==> config.mk <==
export PLATFORM = sky130hd
export DESIGN_NAME = booth_mul_seq
export DESIGN_NICKNAME = d
export VERILOG_FILES = /design/src/rtl/booth_pkg.sv /design/src/rtl/booth_recoder4.sv /design/src/rtl/booth_mul_seq.sv
export SDC_FILE = /design/constraint.sdc
export NUM_CORES = 1
export LEC_CHECK = 0
export ABC_AREA = 1
export BUFFER_PORTS_ARGS = -buffer_cell sky130_fd_sc_hd__buf_2
export CAP_MARGIN = 10
export CORE_UTILIZATION = 35
export CTS_BUF_LIST = sky130_fd_sc_hd__clkbuf_4
export DETAILED_ROUTE_END_ITERATION = 6
export PLACE_DENSITY = 0.51
export SLEW_MARGIN = 20
export SYNTH_ARGS = -nofsm -noshare
export SYNTH_HDL_FRONTEND = slang
export SYNTH_SLANG_ARGS = --single-unit
==> constraint.sdc <==
create_clock -name clock -period 8.5 [get_ports clock]
set_input_delay 1.275 -clock clock [delete_from_list [all_inputs] [get_ports clock]]
set_output_delay 1.275 -clock clock [all_outputs]
set_load 0.01 [all_outputs]
==> src/rtl/booth_pkg.sv <==
// booth_pkg: shared definitions for the sequential Booth multiplier.
//   - state_t : controller states IDLE / RUN / DONE
//   - digit_t : radix-4 Booth digit (0, +1, +2, -1, -2)
//   - iter_count(width, radix4) : number of Booth steps (ITER) per product
package booth_pkg;

    typedef enum logic [1:0] {
        IDLE = 2'd0,
        RUN  = 2'd1,
        DONE = 2'd2
    } state_t;

    typedef enum logic [2:0] {
        ZERO = 3'd0,
        POS1 = 3'd1,
        POS2 = 3'd2,
        NEG1 = 3'd3,
        NEG2 = 3'd4
    } digit_t;

    // Radix-2 consumes one bit of the (WIDTH+1)-bit extended multiplier per
    // step; radix-4 consumes two bits of the (WIDTH+2)-bit one.
    function automatic int iter_count(input int width, input bit radix4);
        return radix4 ? (width / 2 + 1) : (width + 1);
    endfunction

endpackage

==> src/rtl/booth_recoder4.sv <==
// booth_recoder4: combinational modified-Booth recoder.
// Ports:
//   window [2:0] : multiplier bits {q1, q0, q-1}
//   sel2x        : digit magnitude is 2 (else 1)
//   negate       : digit is negative
//   zero         : digit is 0 (overrides sel2x/negate)
module booth_recoder4
    import booth_pkg::*;
(
    input  logic [2:0] window,
    output logic       sel2x,
    output logic       negate,
    output logic       zero
);

    digit_t digit;

    always_comb begin
        digit = ZERO;
        case (window)
            3'b001, 3'b010: digit = POS1;
            3'b011:         digit = POS2;
            3'b100:         digit = NEG2;
            3'b101, 3'b110: digit = NEG1;
            default:        digit = ZERO;
        endcase
        sel2x  = (digit == POS2) || (digit == NEG2);
        negate = (digit == NEG1) || (digit == NEG2);
        zero   = (digit == ZERO);
    end

endmodule

==> src/rtl/booth_mul_seq.sv <==
// booth_mul_seq: sequential Booth multiplier, one Booth step per clock.
// Build option: define BOOTH_RADIX4_EN for modified Booth radix-4
// (ITER = WIDTH/2+1); otherwise radix-2 (ITER = WIDTH+1).
// Ports:
//   clock        : rising-edge clock
//   clear        : synchronous active-high reset, highest priority
//   start        : request pulse; operands/signed_mode sampled on same edge
//   signed_mode  : 1 = two's-complement operands, 0 = unsigned
//   multiplicand : operand A (WIDTH bits)
//   multiplier   : operand B (WIDTH bits)
//   busy         : high while iterating (RUN)
//   done         : one-cycle pulse when hi/lo carry a new product
//   hi, lo       : product bits [2*WIDTH-1:WIDTH] and [WIDTH-1:0]
module booth_mul_seq
    import booth_pkg::*;
#(
    parameter int WIDTH = 32,
    parameter int CNT_W = 6
) (
    input  logic             clock,
    input  logic             clear,
    input  logic             start,
    input  logic             signed_mode,
    input  logic [WIDTH-1:0] multiplicand,
    input  logic [WIDTH-1:0] multiplier,
    output logic             busy,
    output logic             done,
    output logic [WIDTH-1:0] hi,
    output logic [WIDTH-1:0] lo
);

`ifdef BOOTH_RADIX4_EN
    localparam bit RADIX4 = 1'b1;
`else
    localparam bit RADIX4 = 1'b0;
`endif

    localparam int EXT   = RADIX4 ? WIDTH + 2 : WIDTH + 1;
    localparam int ACC_W = EXT + 2;              // room for +/-2M
    localparam int SHIFT = RADIX4 ? 2 : 1;
    localparam int TOT_W = ACC_W + EXT + 1;      // {acc, q, q-1}
    localparam int ITER  = iter_count(WIDTH, RADIX4);
    localparam logic [CNT_W-1:0] ITER_CNT = CNT_W'(ITER);

    state_t             state_reg, state_next;
    logic [ACC_W-1:0]   acc_reg;
    logic [EXT-1:0]     q_reg;
    logic               qm1_reg;
    logic [EXT-1:0]     m_reg;
    logic [CNT_W-1:0]   cnt_reg;
    logic [WIDTH-1:0]   hi_reg, lo_reg;

    logic               load, step;
    logic               last_step;
    logic [EXT-1:0]     ext_a, ext_b;
    logic [ACC_W-1:0]   m_acc, addend, sum;
    logic [TOT_W-1:0]   shifted;

    // Extension by one (radix-2) or two (radix-4) bits lets unsigned
    // operands be treated as positive signed values by the Booth recoding.
    assign ext_a = signed_mode ? {{(EXT-WIDTH){multiplicand[WIDTH-1]}}, multiplicand}
                               : {{(EXT-WIDTH){1'b0}}, multiplicand};
    assign ext_b = signed_mode ? {{(EXT-WIDTH){multiplier[WIDTH-1]}}, multiplier}
                               : {{(EXT-WIDTH){1'b0}}, multiplier};

    assign m_acc     = {{(ACC_W-EXT){m_reg[EXT-1]}}, m_reg};
    assign last_step = (cnt_reg == CNT_W'(1));

`ifdef BOOTH_RADIX4_EN
    logic             sel2x, negate, zero;
    logic [ACC_W-1:0] mag;

    booth_recoder4 u_recoder (
        .window ({q_reg[1:0], qm1_reg}),
        .sel2x  (sel2x),
        .negate (negate),
        .zero   (zero)
    );

    always_comb begin
        mag    = sel2x ? (m_acc << 1) : m_acc;
        addend = '0;
        if (!zero) begin
            addend = negate ? -mag : mag;
        end
    end
`else
    always_comb begin
        addend = '0;
        case ({q_reg[0], qm1_reg})
            2'b01:   addend = m_acc;
            2'b10:   addend = -m_acc;
            default: addend = '0;
        endcase
    end
`endif

    assign sum = acc_reg + addend;

    // One Booth step: add, then arithmetic shift of the whole {acc, q, q-1}.
    assign shifted = $signed({sum, q_reg, qm1_reg}) >>> SHIFT;

    always_comb begin
        state_next = state_reg;
        busy       = 1'b0;
        done       = 1'b0;
        load       = 1'b0;
        step       = 1'b0;
        case (state_reg)
            IDLE: begin
                if (start) begin
                    load       = 1'b1;
                    state_next = RUN;
                end
            end
            RUN: begin
                busy = 1'b1;
                step = 1'b1;
                if (last_step) begin
                    state_next = DONE;
                end
            end
            DONE: begin
                done = 1'b1;
                if (start) begin
                    load       = 1'b1;
                    state_next = RUN;
                end else begin
                    state_next = IDLE;
                end
            end
            default: state_next = IDLE;
        endcase
    end

    always_ff @(posedge clock) begin
        if (clear) begin
            state_reg <= IDLE;
        end else begin
            state_reg <= state_next;
        end
    end

    always_ff @(posedge clock) begin
        if (clear) begin
            acc_reg <= '0;
            q_reg   <= '0;
            qm1_reg <= 1'b0;
            m_reg   <= '0;
            cnt_reg <= '0;
            hi_reg  <= '0;
            lo_reg  <= '0;
        end else if (load) begin
            acc_reg <= '0;
            q_reg   <= ext_b;
            qm1_reg <= 1'b0;
            m_reg   <= ext_a;
            cnt_reg <= ITER_CNT;
        end else if (step) begin
            acc_reg <= shifted[TOT_W-1 -: ACC_W];
            q_reg   <= shifted[EXT:1];
            qm1_reg <= shifted[0];
            cnt_reg <= cnt_reg - CNT_W'(1);
            // Final shift leaves the product in {acc, q}; publish its low
            // 2*WIDTH bits on the edge that enters DONE.
            if (last_step) begin
                hi_reg <= shifted[2*WIDTH:WIDTH+1];
                lo_reg <= shifted[WIDTH:1];
            end
        end
    end

    assign hi = hi_reg;
    assign lo = lo_reg;

endmodule

== Yosys cells after proc, flatten, opt, wreduce, memory -nomap -nowiden ==
Index checks and enable logic that the tools add are counted.

* Flip-flop bits (word level): 173
* Bits of input ports: 68
* Output and inout bits: 66

* Add/subtract/negate cells: 3
* Eq/ne operators: 7
* Mux-type cells: 15
* Bitwise gates (word level): 1
* Reductions and logical operators: 6

{| class="wikitable"
|+ Operators with widths
! cell !! number
|-
| two-way mux 33 bit || 4
|-
| one-hot mux 35 bit (2 select lines) || 1
|-
| adder 35 bit || 1
|-
| negator 35 bit || 1
|-
| two-way mux 6 bit || 2
|-
| equality test 6 x 1 -> 1 bit (second input constant) || 1
|-
| one-hot mux 2 bit (3 select lines) || 1
|-
| subtractor 6 x 1 -> 6 bit (second input constant) || 1
|-
| two-way mux 1 bit || 5
|-
| equality test 2 x 1 -> 1 bit (second input constant) || 2
|-
| equality test 2 bit (second input constant) || 2
|-
| two-way mux 2 bit || 2
|-
| != test 2 bit (second input constant) || 2
|-
| OR reduction 2 bit || 2
|-
| AND reduction 3 bit || 1
|-
| zero test 2 bit || 1
|-
| AND reduction 2 bit || 1
|-
| nonzero test 2 bit || 1
|-
| NOT 1 bit || 1
|}

== Depth between registers and ports, before layout ==
Gate-level depths: netlist of the first run.

* Word-level depth: 5
* Mapped depth: 26
* Depth with buffers taken out: 26

== Worst setup path before layout of the first run ==
No wires, ideal clock.

* Path type: register -> register
* From: reg m_reg[0]
* To: reg acc_reg[28]
* Library setup time: 0.109 ns
* Data arrival time: 2.748 ns
* Required time: 8.391 ns
* Path slack: 5.643 ns
* Cell stages (with the launch flop): 24
* Cell sequence: dfxtp_1 -> inv_2 -> ha_1 -> nand2_1 -> nor2_2 -> inv_2 -> nor2_4 -> inv_2 -> nor2_1 -> inv_2 -> nor3_1 -> o21ai_0 -> a21oi_1 -> ha_1 -> a21oi_1 -> o21ai_0 -> a21oi_1 -> nor2_1 -> nor3_1 -> nand2_1 -> nand2_1 -> nand3_1 -> nand2_1 -> inv_1

* Word-level cells in the longest chain between the ends: 3

{| class="wikitable"
|+ RTL lines
! element !! line !! RTL
|-
| start, declared || booth_mul_seq.sv:49 || <nowiki>logic [EXT-1:0] m_reg;</nowiki>
|-
| start signal, assigned || booth_mul_seq.sv:157 || <nowiki>m_reg <= ext_a;</nowiki>
|-
| negator 35 bit || booth_mul_seq.sv:92 || <nowiki>2'b10: addend = -m_acc;</nowiki>
|-
| one-hot mux 35 bit (2 select lines) * || booth_mul_seq.sv:90 || <nowiki>case ({q_reg[0], qm1_reg})</nowiki>
|-
| adder 35 bit * || booth_mul_seq.sv:98 || <nowiki>assign sum = acc_reg + addend;</nowiki>
|-
| end signal, assigned || booth_mul_seq.sv:160 || <nowiki>acc_reg <= shifted[TOT_W-1 -: ACC_W];</nowiki>
|-
| end, declared || booth_mul_seq.sv:46 || <nowiki>logic [ACC_W-1:0] acc_reg;</nowiki>
|}

Mark *: on every way between the ends. The rest lies on a longest branch, timed or not.
A chain may end at the register's enable or synchronous reset.

== Worst setup path after layout of the first run ==
* From: in start
* To: reg acc_reg[10]

* Word-level cells in the longest chain between the ends: 3

{| class="wikitable"
|+ RTL lines
! element !! line !! RTL
|-
| start, declared || booth_mul_seq.sv:22 || <nowiki>input logic start,</nowiki>
|-
| two-way mux 1 bit || booth_mul_seq.sv:111, booth_mul_seq.sv:125 ||
|-
| two-way mux 1 bit || -- ||
|-
| OR reduction 2 bit (no source line) || -- ||
|}

Every way passes these cells.

==> results.md, run 1 <==
- Cells after Synth: 1,522
- Clk Latency, worst-skew pair: 580 ps
- Switch Pwr: 0.668 mW
- Avg Cell Area, Syn: 6.51 sq um
- Routed Antenna Nets: 0
- Clock Path Buffers: 2
- Max Clock Freq: 231 MHz
- Cell count after placement: 1,977
- Final min period: 4330 ps
- Finished Layout Cells: 2,010
- Vias post-DR: 9,762
- Routing usage on met1: 26.3%
- Post-route cell area: 0.0111 sq mm
- Proportion of layout cells with a drive suffix above 1: 14.0%
- Leading cell types in the layout, fill and taps excluded: nand2_1 (394), nor2_1 (196), dfxtp_1 (173)
- Std cell rows: 61
- H-Tree Depth: 4
- Hold_ws: 460 ps
- TritonCTS clock tree: yes
- Post-Syn Area: 0.00991 sq mm
- Yosys cell types: 47
- Detailed placement HPWL: 21,800 um
- Crit path max-delay family: buffers and inverters
- Relative slew slack: 26.7%
- Endpoints failing setup: 0
- Initial antenna violation count: 3
- Gpl congestion: 0.887
- Die height: 170 um
- Post-synthesis sequential area ratio: 34.9%
- Ys async rst share: 0%
- Iteration-0 DRC Markers: 530
- Max FFs per register: 34
- Post-synth top flop: dfxtp_1
- GRT busiest layer: met2
- Combinational share of power: 21.2%
- Buf/Inv on CP: 5
- Setup tns final: 0 ps
- Worst hold path class: flop to flop
- Pwr per Cell Area: 161 mW/mm^2
- Synthesized Nets: 1,630
- Met2 Usage GRT: 37.1%
- Vias in the first global route: 9,261
- CTS Hold Bufs: 0
- Number of buffers added on ports: 133
- Vias per Instance: 4.86
- GRT overflow: 0
- Total setup buffers inserted after CTS: 0
- Final worst setup slack: 4170 ps
- Internal power: 1.13 mW
- Largest net degree at the start of global routing: 74
- Unrepaired setup endpoints after global routing: false
- Crit Path Category: input port to flop
- Maximum fanout along the worst path: 67
- Grt met3 use: 4.58%
- Final net count: 1,726
- Clk slew on worst S/H paths: 180 ps
- Arrival time of the worst setup path: 4860 ps
- Most common cell after layout, fill and taps aside: nand2_1
- Initial Util: 35.6%
- Pwr Total: 1.80 mW
- Outcome: completed
- CP endpoint kind: flop
- Fin. max-slew vios: 0
- Gr usage total: 21.2%
- Final Core Density: 40.0%
- Syn-to-layout area delta: 12.4%
- Slowest stage cell, crit path: nor2_1
- Core area: 0.0279 sq mm
- Max Cap Viol: 0
- Yosys Warn Count: 0
- CP peak stage delay: 1060 ps
- Post-cts gate resize count: 0
- Leak pwr: 5.33 nW
- Sink Count: 173
- CP startpoint kind: input port
- Die Wd: 170 um
- Post-Route Skew: 28.9 ps
- Num CTS Buffers: 17
- Most common cell on crit path: nor2_1
- Root Buffer: clkbuf_4
- WP data required: 9030 ps
- Pre-CTS setup slack: 3140 ps
- First-pass GRT wire length: 48,500 um
- Period utilization: 51.0%
- WL per Instance: 14.8 um
- CP Cell Sequence: buf_2 -> nand2_2 -> buf_4 -> clkinv_1 -> nor2_1 -> inv_2 -> nor2_1 -> o21ai_0 -> inv_1
- Placed cell area: 0.0108 sq mm
- Sw Share: 37.2%
- Least-Margin Pin Slew: 1100 ps
- Residual DRC: 0
- Number of synthesized flops with an enable pin: 0
- Drt pass-1 iters: 5
- FF+latch count, synth: 173
- Reg power frac: 50.7%
- # IOs: 134
- Max VDD drop: 0.000116 V
- Die Area: 0.0290 sq mm
- Endpoints failing hold: 0
- Clock Power Share: 28.1%
- Final WL: 29,800 um
==> layout make-up <==
type,count,area (sq um)
Clock buffer,17,128
Timing Repair Buffer,141,726
Tap cell,378,473
Sequential cell,173,3460
Inverter,176,663
Multi-Input combinational cell,1109,5520
Antenna cell,1,2.50
Clock inverter,15,176
Fill cell,3024,16700
==> worst min-delay path: cells and delay by family (launching register included) <==
| family | cells | cell delay [ps] |
|---|---|---|
| simple gates | 2 | 110 |
| flops | 1 | 360 |
==> cells in the mapped netlist, drive strengths merged (3+ instances only) <==
master,count,share of area (%)
nand2,401,15
nor2,211,8.8
inv,175,6.7
dfxtp,173,35
a21oi,113,5.7
o21ai,113,5.7
nand3,104,5.2
ha,39,4.9
clkbuf,37,1.4
a31oi,32,2.0
buf,27,1.5
nor3,23,1.4
xor2,14,1.2
nand4,12,1.0
o211ai,12,0.91
xnor2,6,0.53
a211oi,5,0.38
o21bai,5,0.38
o21a,3,0.23
o31ai,3,0.23
==> per-layer routing <==
metal  vias to the layer above  share of wire [%]
li1                       5117                  -
met1                      4431                 46
met2                       190                 48
met3                        22                4.6
met4                         2                1.5
met5                         -              0.034
==> power groups by stage <==
stage,logic (mW),registers [mW],clock network (mW)
2_1_floorplan,0.278,0.921,0
3_3_place_gp,0.381,0.928,0
3_5_place_dp,0.384,0.928,0
4_1_cts,0.386,0.911,0.525
5_1_grt,0.434,0.919,0.556
6_report,0.381,0.911,0.505
==> logic make-up (layout without fill, tap and decap cells) <==
kind of cell / count (synthesis) / after routing / share of synthesized area, %
XOR/XNOR: 20 / 20 / 1.77
AO/OA/AOI/OAI: 294 / 294 / 16.3
buffers and inverters: 240 / 349 / 9.54
adder cells (fa/ha/maj): 40 / 40 / 5.12
other: 0 / 1 / 0
flip-flops: 173 / 173 / 34.9
AND/OR/NAND/NOR: 755 / 755 / 32.4
==> worst paths after layout <==
kind | endpoint | depth (start not counted) | slack (ps) | from
setup reg to reg | acc_reg[10] | 9 | 4530 | state_reg[0]
setup / recovery | acc_reg[10] | 9 | 4170 | start
hold / removal | lo[21] | 2 | 460 | q_reg[22]
hold reg to reg | lo[21] | 2 | 460 | q_reg[22]
(Power assumes the default switching activity.)
==> run 2: changes to the inputs <==
--- a/config.mk
+++ b/config.mk
@@ -11,7 +11,7 @@
 export CORE_UTILIZATION = 35
 export CTS_BUF_LIST = sky130_fd_sc_hd__clkbuf_4
 export DETAILED_ROUTE_END_ITERATION = 6
-export PLACE_DENSITY = 0.51
+export PLACE_DENSITY = 0.53
 export SLEW_MARGIN = 20
 export SYNTH_ARGS = -nofsm -noshare
 export SYNTH_HDL_FRONTEND = slang
==> constraint.sdc (replaced) <==
create_clock -name clock -period 3.8 [get_ports clock]
set_input_delay 0.57 -clock clock [delete_from_list [all_inputs] [get_ports clock]]
set_output_delay 0.57 -clock clock [all_outputs]
set_load 0.01 [all_outputs]
==> results.md, run 2 (synthesized netlist as in run 1, its figures left out) <==
- Sink Count: 173 (unchanged)
- Vias per Instance: 4.88 (+0.48%)
- Fillcell total: 3,072 (+1.6%)
- Clock Power Share: 28.0% (about the same)
- Core area: 0.0279 sq mm (unchanged)
- Residual DRC: 0 (unchanged)
- Largest net degree at the start of global routing: 94 (+27%)
- Initial antenna violation count: 1 (-2)
- Vias in the first global route: 9,299 (+0.41%)
- Die Wd: 170 um (unchanged)
- Pwr Total: 4.06 mW (+130%)
- Number of buffers added on ports: 133 (unchanged)
- Placed cell area: 0.0109 sq mm (+0.48%)
- Endpoints failing hold: 0 (unchanged)
- Register area: 0.00346 sq mm (unchanged)
- Routing usage on met1: 27.9% (+1.6 points)
- Drt pass-1 iters: 5 (unchanged)
- Grt met3 use: 4.42% (-0.16 points)
- Fin. max-slew vios: 0 (unchanged)
- Hold_ws: 207 ps (-254 ps)
- Proportion of layout cells with a drive suffix above 1: 15.1% (+1.1 points)
- Post-route cell area: 0.0113 sq mm (+1.1%)
- WL per Instance: 15.2 um (+2.7%)
- Finished Layout Cells: 2,020 (+0.50%)
- Std cell rows: 61 (unchanged)
- Cell count after placement: 1,984 (+0.35%)
- Iteration-0 DRC Markers: 668 (+26%)
- Detailed placement HPWL: 22,600 um (+3.3%)
- Period utilization: 91.3%
- Post-Route Skew: 44.6 ps (+15.7 ps)
- Switch Pwr: 1.52 mW (+130%)
- Capture point of the worst reg-to-reg path: acc_reg[22]
- Setup tns final: 0 ps (unchanged)
- Most common cell after layout, fill and taps aside: nand2_1
- Combinational share of power: 21.7% (+0.5 points)
- Final min period: 3470 ps
- Worst R2R Path Depth: 22 (+13)
- Leading cell types in the layout, fill and taps excluded: nand2_1 (391), nor2_1 (195), dfxtp_1 (173)
- Least-Margin Pin Slew: 1110 ps (+12.1 ps)
- Clk Latency, worst-skew pair: 600 ps (+20 ps)
- Root Buffer: clkbuf_4
- Outcome: completed
- # IOs: 134 (unchanged)
- Final Core Density: 40.5% (+0.45 points)
- Crit path capture: acc_reg[22]
- GRT overflow: 0 (unchanged)
- FF-to-FF Start: m_reg[0]
- R2R Setup Slk: 330 ps (-4200 ps)
- Sw Share: 37.4% (+0.26 points)
- Clk slew on worst S/H paths: 200 ps (+20 ps)
- Crit path launch: m_reg[0]
- Met2 Usage GRT: 37.0% (-0.053 points)
- Final worst setup slack: 331 ps (-3830 ps)
- Arrival time of the worst setup path: 3960 ps (-900 ps)
- Cells on Worst Hold Path: 3 (+1)
- Syn-to-layout area delta: 13.7%
- Maximum fanout along the worst path: 4 (-94%)
- TritonCTS clock tree: yes
- Crit Path Category: flop to flop
- Pwr per Cell Area: 360 mW/mm^2 (+120%)
- Max VDD drop: 0.000242 V (+110%)
- Vias post-DR: 9,858 (+0.98%)
- Routed Antenna Nets: 0 (unchanged)
- Leak pwr: 5.38 nW (+1.0%)
- Pre-CTS setup slack: 220 ps (-2920 ps)
- CP endpoint kind: flop
- Reg power frac: 50.3% (-0.4 points)
- First-pass GRT wire length: 49,700 um (+2.6%)
- Max Cap Viol: 0 (unchanged)
- Internal power: 2.54 mW (+130%)
- Multi-input gate area: 0.00556 sq mm (+0.79%)
- GRT busiest layer: met2
- Max FFs per register: 34 (unchanged)
- Num CTS Buffers: 17 (unchanged)
- CP startpoint kind: flop
- Max Clock Freq: 288 MHz
- Gr usage total: 21.8% (+0.67 points)
- Worst hold path class: input port to flop
- Clock Path Buffers: 2 (unchanged)
- Relative slew slack: 25.7% (-1.0 points)
- WP data required: 4290 ps (-4740 ps)
- Endpoints failing setup: 0 (unchanged)
- Initial Util: 35.6% (unchanged)
- H-Tree Depth: 4 (unchanged)
- Gpl congestion: 0.933 (+5.2%)
- Final net count: 1,735 (+0.52%)
- Die Area: 0.0290 sq mm (unchanged)
- Final WL: 30,800 um (+3.2%)
- Die height: 170 um (unchanged)
## run 2: cell count changes in the layout (fill, tap and decap cells not counted), moves of 3 or more
cell	before	now
buf_4	8	17
a21oi_1	112	107
nand2_2	4	7
nand2_1	394	391
a21oi_2	1	6
o21ai_0	103	100
o21ai_1	9	12
## run 2: worst min-delay path by stage
stage | endpoint | start | slack, ps
finish | q_reg[6] | multiplier[6] | 210
global placement | lo[15] | q_reg[16] | 450
global route | q_reg[7] | multiplier[7] | 160
CTS | q_reg[2] | multiplier[2] | 160
floorplan | lo[31] | q_reg[32] | 440
detailed placement | lo[9] | q_reg[10] | 450
## run 2: layout make-up
cell class                      count  share of cell area [%]
Clock inverter                     15                    1.66
Antenna cell                        2                  0.0444
Inverter                          176                    5.88
Sequential cell                   173                    30.7
Tap cell                          378                    4.20
Multi-Input combinational cell   1109                    49.3
Clock buffer                       17                    1.13
Timing Repair Buffer              150                    7.04
## run 2: worst max-delay path, cell delays in order, from the launching register on
cell     delay [ps]
dfxtp_1         350
inv_2            80
ha_1            200
nand2_1          90
nor2_2          130
inv_2            70
nor2_4          130
inv_2            80
nor2_2          120
inv_2            60
o21ai_1         120
nand3_1          80
a21oi_1         250
ha_1            340
a21oi_1         240
o21ai_1         150
a21oi_1         140
nand2_1         160
a21oi_1         210
or2_1           150
nand3_1          70
nand2_1         100
inv_1            40
## run 2: timing repair
action                                  in CTS  in global routing
buffers inserted                             0                  2
hold buffers                                 0                  0
endpoints found under the hold margin        0                  0
resized for setup                            0                 14
endpoints found under the setup margin       0                 22
## run 2: layer usage
| metal | vias up | share of wire, % |
|---|---|---|
| met5 | - | 0 |
| met4 | 0 | 2.1 |
| met3 | 31 | 4.6 |
| met2 | 187 | 47 |
| met1 | 4492 | 46 |
| li1 | 5148 | - |
## run 2: power groups by stage
stage                     logic, mW  clock network (mW)  registers [mW]
after detailed placement      0.876                   0            2.08
after floorplan               0.621                   0            2.06
after global placement        0.872                   0            2.08
final                         0.881                1.14            2.04
after CTS                     0.881                1.18            2.04
after global routing           1.00                1.26            2.06
==> run 3: changes to the inputs <==
--- a/config.mk
+++ b/config.mk
@@ -11,6 +11,7 @@
 export CORE_UTILIZATION = 35
 export CTS_BUF_LIST = sky130_fd_sc_hd__clkbuf_4
 export DETAILED_ROUTE_END_ITERATION = 6
+export MAX_ROUTING_LAYER = met4
 export PLACE_DENSITY = 0.53
 export SLEW_MARGIN = 20
 export SYNTH_ARGS = -nofsm -noshare
==> results.md, run 3 (synthesized netlist as in run 1, its figures left out) <==
- Slowest stage cell, crit path: dfxtp_1
- Most common cell on crit path: inv_2
- Vias post-DR: 9,820 (-0.39%)
- Iteration-0 DRC Markers: 560 (-16%)
- Die Area: 0.0290 sq mm (unchanged)
- Max VDD drop: 0.000220 V (-9.0%)
- Die Wd: 170 um (unchanged)
- TritonCTS clock tree: yes
- Std cell rows: 61 (unchanged)
- Vias in the first global route: 9,456 (+1.7%)
- CP startpoint kind: flop
- Die height: 170 um (unchanged)
- Largest net degree at the start of global routing: 94 (unchanged)
- WL per Instance: 15.3 um (+0.15%)
- Num CTS Buffers: 17 (unchanged)
- Post-route cell area: 0.0113 sq mm (about the same)
- Crit path max-delay family: simple AND/OR/NAND/NOR gates
- Crit Path Category: flop to flop
- Relative slew slack: 27.9% (+2.2 points)
- Combinational share of power: 21.8% (about the same)
- Internal power: 2.54 mW (about the same)
- Leading cell types in the layout, fill and taps excluded: nand2_1 (392), nor2_1 (196), dfxtp_1 (173)
- Max Cap Viol: 0 (unchanged)
- Initial Util: 35.6% (unchanged)
- Least-Margin Pin Slew: 1080 ps (-28.5 ps)
- Cell count after placement: 1,984 (unchanged)
- Pwr Total: 4.03 mW (-0.69%)
- Syn-to-layout area delta: 13.6% (about the same)
- Leak pwr: 5.37 nW (-0.16%)
- Fin. max-slew vios: 0 (unchanged)
- Sink Count: 173 (unchanged)
- Detailed placement HPWL: 22,600 um (+0.34%)
- Root Buffer: clkbuf_4
- Grt met3 use: 3.91% (-0.51 points)
- Finished Layout Cells: 2,020 (unchanged)
- Clock Power Share: 27.6% (-0.4 points)
- CTS Hold Bufs: 0 (unchanged)
- Most common cell after layout, fill and taps aside: nand2_1
- Endpoints failing hold: 0 (unchanged)
- Worst hold start: multiplier[7]
- Gr usage total: 22.5% (+0.70 points)
- GRT busiest layer: met2
- CP peak stage delay: 360 ps (about the same)
- Buf/Inv on CP: 5 (unchanged)
- Setup tns final: 0 ps (unchanged)
- Crit path launch: m_reg[0]
- CP Cell Sequence: inv_2 -> ha_1 -> nand2_1 -> nor2_2 -> inv_2 -> nor2_4 -> inv_2 -> nor2_1 -> inv_2 -> o21ai_1 -> nand3_1 -> a21oi_2 -> ha_1 -> a21oi_2 -> o21ai_1 -> a21oi_1 -> nand2_2 -> a21oi_1 -> or2_1 -> nand3_1 -> nand2_1 -> inv_1
- Max Clock Freq: 288 MHz (about the same)
- Outcome: completed
- Clk slew on worst S/H paths: 200 ps (about the same)
- Sw Share: 37.0% (-0.46 points)
- Final WL: 30,800 um (+0.15%)
- Hold_ws: 217 ps (+10.2 ps)
- Clk Latency, worst-skew pair: 580 ps (-20 ps)
- Placed cell area: 0.0109 sq mm (unchanged)
- Initial antenna violation count: 2 (+1)
- H-Tree Depth: 4 (unchanged)
- GRT overflow: 0 (unchanged)
- Endpoints failing setup: 0 (unchanged)
- Routed Antenna Nets: 0 (unchanged)
- Drt pass-1 iters: 5 (unchanged)
- Final net count: 1,735 (unchanged)
- Post-Route Skew: 41.4 ps (-3.18 ps)
- Pwr per Cell Area: 358 mW/mm^2 (-0.64%)
- # IOs: 134 (unchanged)
- Core area: 0.0279 sq mm (unchanged)
- Period utilization: 91.3% (about the same)
- Final min period: 3470 ps (+0.740 ps)
- Residual DRC: 0 (unchanged)
- WP data required: 4290 ps (about the same)
- Gpl congestion: 0.896 (-3.9%)
- Proportion of layout cells with a drive suffix above 1: 15.1% (unchanged)
- Worst hold path class: input port to flop
- Maximum fanout along the worst path: 4 (unchanged)
- Switch Pwr: 1.49 mW (-1.9%)
- First-pass GRT wire length: 50,000 um (+0.57%)
- FF-to-FF Start: m_reg[0]
- Arrival time of the worst setup path: 3960 ps (about the same)
- Met2 Usage GRT: 38.4% (+1.4 points)
- Max FFs per register: 34 (unchanged)
- Number of buffers added on ports: 133 (unchanged)
- Vias per Instance: 4.86 (-0.39%)
- Reg power frac: 50.6% (+0.3 points)
- CP endpoint kind: flop
- Routing usage on met1: 27.9% (about the same)
- Clock Path Buffers: 2 (unchanged)
run 3: changes by cell type in the layout (fill, tap and decap cells not counted), sizes merged:
cell and delta:
clkinv -2, inv +1, clkbuf +1
run 3: per-stage QoR:
| stage | utilization [%] | setup slack [ps] |
|---|---|---|
| 2_1_floorplan | - | 943 |
| 4_1_cts | 40.2 | 123 |
| 3_3_place_gp | 39.1 | 199 |
| 5_1_grt | 40.4 | -0.572 |
| 6_report | 40.4 | 330 |
| 3_5_place_dp | 39.1 | 236 |
run 3: area by class of cell:
| cell class | count | area [sq um] |
|---|---|---|
| Sequential cell | 173 | 3460 |
| Tap cell | 378 | 473 |
| Antenna cell | 2 | 5.00 |
| Multi-Input combinational cell | 1109 | 5570 |
| Fill cell | 3044 | 16600 |
| Inverter | 176 | 663 |
| Clock inverter | 14 | 168 |
| Clock buffer | 18 | 135 |
| Timing Repair Buffer | 150 | 793 |
run 3: timing repair:
| item | 4_1_cts | 5_1_grt |
|---|---|---|
| gates resized for setup | 0 | 13 |
| setup endpoints to repair | 0 | 21 |
| setup buffers | 0 | 2 |
run 3: path summary, 6_finish.rpt:
kind / depth (start not counted) / end / slack, ps
worst min register to register: 2 / lo[28] / 460
worst max-delay path: 22 / hi[23] / 330
worst min-delay path: 3 / q_reg[7] / 220
worst max register to register: 22 / hi[23] / 330
run 3: per-layer routing:
layer / routed length (um) / vias to the layer above
met4: 377 / 0
met2: 15000 / 204
li1: - / 5130
met5: 0 / -
met1: 14200 / 4469
met3: 1300 / 17
run 3: worst register-to-register path, delay by kind of cell, from the launching register on:
kind / cells / cell delay (ps)
compound gates: 6 / 1000
fa+ha+maj: 2 / 510
buf+inv: 5 / 340
flops: 1 / 360
simple gates: 9 / 1150
run 3: power by group through the flow:
| stage | sequential, mW | clock, mW | combinational (mW) |
|---|---|---|---|
| floorplan | 2.06 | 0 | 0.621 |
| global route | 2.06 | 1.24 | 1.00 |
| finish | 2.04 | 1.11 | 0.879 |
| detailed placement | 2.08 | 0 | 0.879 |
| global placement | 2.08 | 0 | 0.874 |
| CTS | 2.04 | 1.16 | 0.885 |
